$ cat config.mk
export PLATFORM = sky130hd
export DESIGN_NAME = pulse_cmd_ctrl
export DESIGN_NICKNAME = d
export VERILOG_FILES = /design/src/rtl/pulse_cmd_ctrl.sv
export SDC_FILE = /design/constraint.sdc
export NUM_CORES = 1
export LEC_CHECK = 0
export ABC_CLOCK_PERIOD_IN_PS = 2700
export BUFFER_PORTS_ARGS = -buffer_cell sky130_fd_sc_hd__clkbuf_2
export CORE_MARGIN = 2
export CORE_UTILIZATION = 43
export DETAILED_ROUTE_END_ITERATION = 16
export PLACE_DENSITY = 0.79
export SYNTH_ARGS = -nofsm -noshare
export SYNTH_HDL_FRONTEND = slang
export SYNTH_SLANG_ARGS = --single-unit
$ cat constraint.sdc
create_clock -name clk -period 2.7 [get_ports clk]
set_clock_uncertainty 0.1 [all_clocks]
set_input_delay 0.54 -clock clk [delete_from_list [all_inputs] [get_ports clk]]
set_output_delay 0.54 -clock clk [all_outputs]
set_load 0.01 [all_outputs]
$ cat src/rtl/pulse_cmd_ctrl.sv
// Command controller: parses W/R frames from the UART RX stream into register-bus cycles.
// Define PULSE_CMD_TIMEOUT_EN to abandon a partial frame after P_TIMEOUT_CYC idle cycles.
module pulse_cmd_ctrl #(
  parameter int unsigned P_CLK_FREQ_HZ = 50_000_000,
  parameter int unsigned P_TIMEOUT_CYC = 5_000_000
) (
  input  logic        clk,
  input  logic        rst,
  input  logic [7:0]  rx_fifo_data,
  input  logic        rx_fifo_wr_en,
  output logic        rx_fifo_full,
  output logic [7:0]  tx_fifo_data,
  output logic        tx_fifo_empty,
  input  logic        tx_fifo_rd_en,
  output logic [7:0]  reg_addr,
  output logic [15:0] reg_wdata,
  output logic        reg_wr,
  output logic        reg_rd,
  input  logic [15:0] reg_rdata,
  output logic        frame_err
);

  typedef enum logic [2:0] {
    S_IDLE,
    S_ADDR,
    S_DHI,
    S_DLO,
    S_BUS_WR,
    S_BUS_RD,
    S_RD_CAP,
    S_RESP
  } state_t;

  localparam logic [7:0] OP_WR   = 8'h57;
  localparam logic [7:0] OP_RD   = 8'h52;
  localparam logic [7:0] RSP_OK  = 8'h4B;
  localparam logic [7:0] RSP_BAD = 8'h3F;

  state_t      state;
  state_t      state_nxt;
  logic        is_rd;
  logic        is_rd_nxt;
  logic [7:0]  addr_nxt;
  logic [15:0] wdata_nxt;
  logic [1:0]  tx_cnt;
  logic [1:0]  tx_cnt_nxt;
  logic [7:0]  tx_b0;
  logic [7:0]  tx_b1;
  logic [7:0]  tx_b0_nxt;
  logic [7:0]  tx_b1_nxt;
  logic        err_nxt;
  logic        accept;
  logic        pop;
  logic        tmo;
  logic        unused_cfg;

  assign accept = rx_fifo_wr_en && !rx_fifo_full;
  assign pop    = tx_fifo_rd_en && (tx_cnt != 2'd0);
  assign tx_fifo_data = tx_b0;
  assign unused_cfg = ^{P_CLK_FREQ_HZ, P_TIMEOUT_CYC};

`ifdef PULSE_CMD_TIMEOUT_EN
  logic [31:0] tmo_cnt;
  logic        in_frame;

  assign in_frame = (state == S_ADDR) ||
                    (state == S_DHI)  ||
                    (state == S_DLO);
  assign tmo = in_frame && !accept &&
               (tmo_cnt >= P_TIMEOUT_CYC - 1);

  always_ff @(posedge clk) begin
    if (rst || !in_frame || accept || tmo) begin
      tmo_cnt <= 32'd0;
    end else begin
      tmo_cnt <= tmo_cnt + 32'd1;
    end
  end
`else
  assign tmo = 1'b0;
`endif

  always_comb begin
    state_nxt  = state;
    is_rd_nxt  = is_rd;
    addr_nxt   = reg_addr;
    wdata_nxt  = reg_wdata;
    tx_b0_nxt  = tx_b0;
    tx_b1_nxt  = tx_b1;
    tx_cnt_nxt = tx_cnt;
    err_nxt    = rx_fifo_wr_en && rx_fifo_full;

    if (pop) begin
      tx_b0_nxt  = tx_b1;
      tx_b1_nxt  = 8'h00;
      tx_cnt_nxt = tx_cnt - 2'd1;
    end

    unique case (state)
      S_IDLE: begin
        if (accept) begin
          if (rx_fifo_data == OP_WR ||
              rx_fifo_data == OP_RD) begin
            is_rd_nxt = (rx_fifo_data == OP_RD);
            state_nxt = S_ADDR;
          end else begin
            tx_b0_nxt  = RSP_BAD;
            tx_cnt_nxt = 2'd1;
            err_nxt    = 1'b1;
            state_nxt  = S_RESP;
          end
        end
      end
      S_ADDR: begin
        if (accept) begin
          addr_nxt  = rx_fifo_data;
          state_nxt = is_rd ? S_BUS_RD : S_DHI;
        end
      end
      S_DHI: begin
        if (accept) begin
          wdata_nxt[15:8] = rx_fifo_data;
          state_nxt       = S_DLO;
        end
      end
      S_DLO: begin
        if (accept) begin
          wdata_nxt[7:0] = rx_fifo_data;
          state_nxt      = S_BUS_WR;
        end
      end
      S_BUS_WR: begin
        tx_b0_nxt  = RSP_OK;
        tx_cnt_nxt = 2'd1;
        state_nxt  = S_RESP;
      end
      S_BUS_RD: begin
        state_nxt = S_RD_CAP;
      end
      S_RD_CAP: begin
        tx_b0_nxt  = reg_rdata[15:8];
        tx_b1_nxt  = reg_rdata[7:0];
        tx_cnt_nxt = 2'd2;
        state_nxt  = S_RESP;
      end
      S_RESP: begin
        if (tx_cnt_nxt == 2'd0) begin
          state_nxt = S_IDLE;
        end
      end
      default: begin
        state_nxt = S_IDLE;
      end
    endcase

    if (tmo) begin
      state_nxt = S_IDLE;
      err_nxt   = 1'b1;
    end
  end

  always_ff @(posedge clk) begin
    if (rst) begin
      state         <= S_IDLE;
      is_rd         <= 1'b0;
      reg_addr      <= 8'h00;
      reg_wdata     <= 16'h0000;
      tx_b0         <= 8'h00;
      tx_b1         <= 8'h00;
      tx_cnt        <= 2'd0;
      tx_fifo_empty <= 1'b1;
      rx_fifo_full  <= 1'b0;
      reg_wr        <= 1'b0;
      reg_rd        <= 1'b0;
      frame_err     <= 1'b0;
    end else begin
      state         <= state_nxt;
      is_rd         <= is_rd_nxt;
      reg_addr      <= addr_nxt;
      reg_wdata     <= wdata_nxt;
      tx_b0         <= tx_b0_nxt;
      tx_b1         <= tx_b1_nxt;
      tx_cnt        <= tx_cnt_nxt;
      tx_fifo_empty <= (tx_cnt_nxt == 2'd0);
      rx_fifo_full  <= (state_nxt == S_BUS_WR) ||
                       (state_nxt == S_BUS_RD) ||
                       (state_nxt == S_RD_CAP) ||
                       (state_nxt == S_RESP);
      reg_wr        <= (state_nxt == S_BUS_WR);
      reg_rd        <= (state_nxt == S_BUS_RD);
      frame_err     <= err_nxt;
    end
  end

endmodule

==> flow_metrics.tcl <==
set metrics [dict create \
    synth-async-reset-ratio_pct 0 \
    end_kind "flip-flop" \
    min_period_ps 1950 \
    worstReg2RegEnd "is_rd$_SDFFE_PP0P_" \
    drv_slew 0 \
    crit_fanout 14 \
    cp.required_ps 2830 \
    vdd_drop_max_v 0.000514 \
    cts_hold_buf 0 \
    die_y_um 74.4 \
    status "finished, final reports clean" \
    grtUsageTotal_pct 19.7 \
    io_buffers 64 \
    coreArea_sq_um 4750 \
    dpl_cell_area_sq_um 2500 \
    rsz0062_at_grt "no" \
    max_cap_viol_count 0 \
    cts_resized 0 \
    synth_warnings 0 \
    setup_tns_ps 0 \
    clkLatencyLatePin_ps 300 \
    routed_wl_mm 4.96 \
    cts_buffers 5 \
    cts-htree-levels 2 \
    synth_ff_type "dfxtp_1" \
    critical_path_class "reg2reg" \
    final_core_util_pct 55.0 \
    synth-edff-count 0 \
    crit_buf_inv 0 \
    holdWs_ps 353 \
    critPathSlowestCell "or3b_2" \
    post_cts_buffers 0 \
    ys_types 40 \
    num_rows 25 \
    top_usage_layer "met2" \
    path_cells "nor4b_2 > or3b_2 > o21ai_0 > nand2b_1 > a21oi_1" \
    r2r_slack_ps 750 \
    startpoint_type "flip-flop" \
    seqCellArea_sq_um 1000 \
    drt_iter0_markers 95 \
    power_mw 1.77 \
    final.fill_count 479 \
    powerDensity_nw_per_um2 676 \
    nNetsFinal 347 \
    final_cells 385 \
    clkTransAtPathRegs_ps 90 \
    hold_violations 0 \
    yosys_register_bits 50 \
    min_to "tx_b1[7]$_SDFFE_PP0P_" \
    design_area_sq_um 2620 \
    synth_area_sq_um 2130 \
    hold_path.class "in2reg" \
    place_ws_ps 552 \
    routed_via_density 5.08 \
    final_antenna_net_count 0 \
    dp.cells 378 \
    slowest_delay_ps 500 \
    grtUsageMet1_pct 26.3 \
    clock-sinks 50 \
    max_slew_margin_pct 56.8 \
    drtPass1Iterations 4 \
    p_leak_nw 1.06 \
    syn-num-nets 287 \
    drc 0 \
    die_w_um 74.4 \
    initial_core_util_pct 44.8 \
    gr-total-overflow 0 \
    fp.dieArea_sq_um 5530 \
    grt_max_degree 39 \
    worstReg2RegStart "state[1]$_SDFF_PP0_" \
    multi_input_comb_area_sq_um 1030 \
    tightest_slew_ps 649 \
    cp.arrival_ps 2080 \
    grt_pass1_wl_mm 8.42 \
    cts_buffer_depth 2 \
    seq_area_frac_synth_pct 47.0 \
    wl_per_cell_um 12.9 \
    syn2layout_area_growth_pct 22.9 \
    fin_ws_ps 747 \
    critical_path.top_delay_family "simple AND/OR/NAND/NOR gates" \
    max_freq_ghz 0.512 \
    drive_gt1_share_pct 28.0 \
    hold_depth 3 \
    ios 65 \
    holdCritStartpoint "reg_rdata[7]" \
    via_count 1954 \
    met2_usage_pct 31.7 \
    timing.final.crit_share_pct 72.3 \
    setup_violations 0 \
    routabilityCongestion 0.838 \
    antenna_found_initial 0 \
    reg2reg_depth 5 \
    syn_inst 258 \
    dp_hpwl_mm 3.61 \
    diodes 0 \
    met3_usage_pct 5.42 \
    mostFrequentLayoutCells "nand2_1 (64), clkbuf_2 (64), dfxtp_1 (50)" \
    tritoncts "built" \
    synth.avg_cell_area_sq_um 8.25 \
    grt_pass1_vias 1837 \
    cts_root_buf "clkbuf_8" \
]
final cells by class:
type,instances,share of cell area (%)
clock buffers,6,3.16
well taps,67,3.20
repair buffers,70,14.0
clock inverters,1,1.15
inverters,6,0.861
flip-flops and latches,50,38.3
multi-input cells,185,39.4
where the power goes:
part           internal [mW]  switching, mW
Sequential             0.800         0.0567
Combinational          0.161          0.219
Clock                  0.296          0.234
sequential cells by signal, summed over array words and instances, names as in the netlist, 2 cells and up:
| register | cells |
|---|---|
| tx_fifo_data | 8 |
| reg_wdata | 16 |
| state | 2 |
| tx_cnt | 2 |
| tx_b1 | 8 |
| reg_addr | 8 |
worst max-delay path by stage:
stage | from | to | slack [ps] | depth (start not counted)
floorplan | rx_fifo_data[7] | reg_wr$_SDFF_PP0_ | 760 | 5
global placement | rx_fifo_data[7] | reg_wr$_SDFF_PP0_ | 580 | 6
detailed placement | rx_fifo_data[7] | reg_wr$_SDFF_PP0_ | 550 | 6
CTS | state[1]$_SDFF_PP0_ | is_rd$_SDFFE_PP0P_ | 740 | 5
global route | tx_cnt[0]$_SDFF_PP0_ | reg_wr$_SDFF_PP0_ | 560 | 7
finish | state[1]$_SDFF_PP0_ | is_rd$_SDFFE_PP0P_ | 750 | 5
layer usage:
metal  up-vias  wire [um]  share of wire [%]
li1        995          -                  -
met1       891       2280                 46
met2        62       2300                 46
met3         6        328                6.6
met4         0         51                1.0
met5         -          0                  0
worst register-to-register path, cell delays in order, from the launching register on:
cell and delay (ps):
dfxtp_1 490, nor4b_2 400, or3b_2 500, o21ai_0 170, nand2b_1 70, a21oi_1 150
cell usage after synthesis, types with 2 or more instances:
cell,instances,area (sq um)
nand2_1,64,240
dfxtp_1,50,1000
a21oi_1,36,180
nor2_1,19,71.3
clkbuf_1,10,37.5
mux2i_1,8,80.1
nand3_1,8,40.0
o21ai_0,7,35.0
inv_1,6,22.5
buf_2,5,25.0
nor2b_1,5,31.3
nand2b_1,4,25.0
a311oi_1,3,26.3
a31oi_1,3,18.8
a221oi_1,2,17.5
and3_1,2,12.5
o31ai_2,2,25.0
or2_2,2,12.5
kinds of logic (layout without fill, tap and decap cells):
family,Yosys count,after routing,share of synthesized area (%)
adders and majority gates,1,1,0.588
xor gates and xnor gates,2,2,0.823
DFF,50,50,47.0
AOI/OAI and AO/OA,61,61,18.4
buffers and inverters,23,83,4.53
muxes,8,8,3.76
and+or+nand+nor,113,113,24.9
Note: power is estimated with default switching activity, not from simulation.
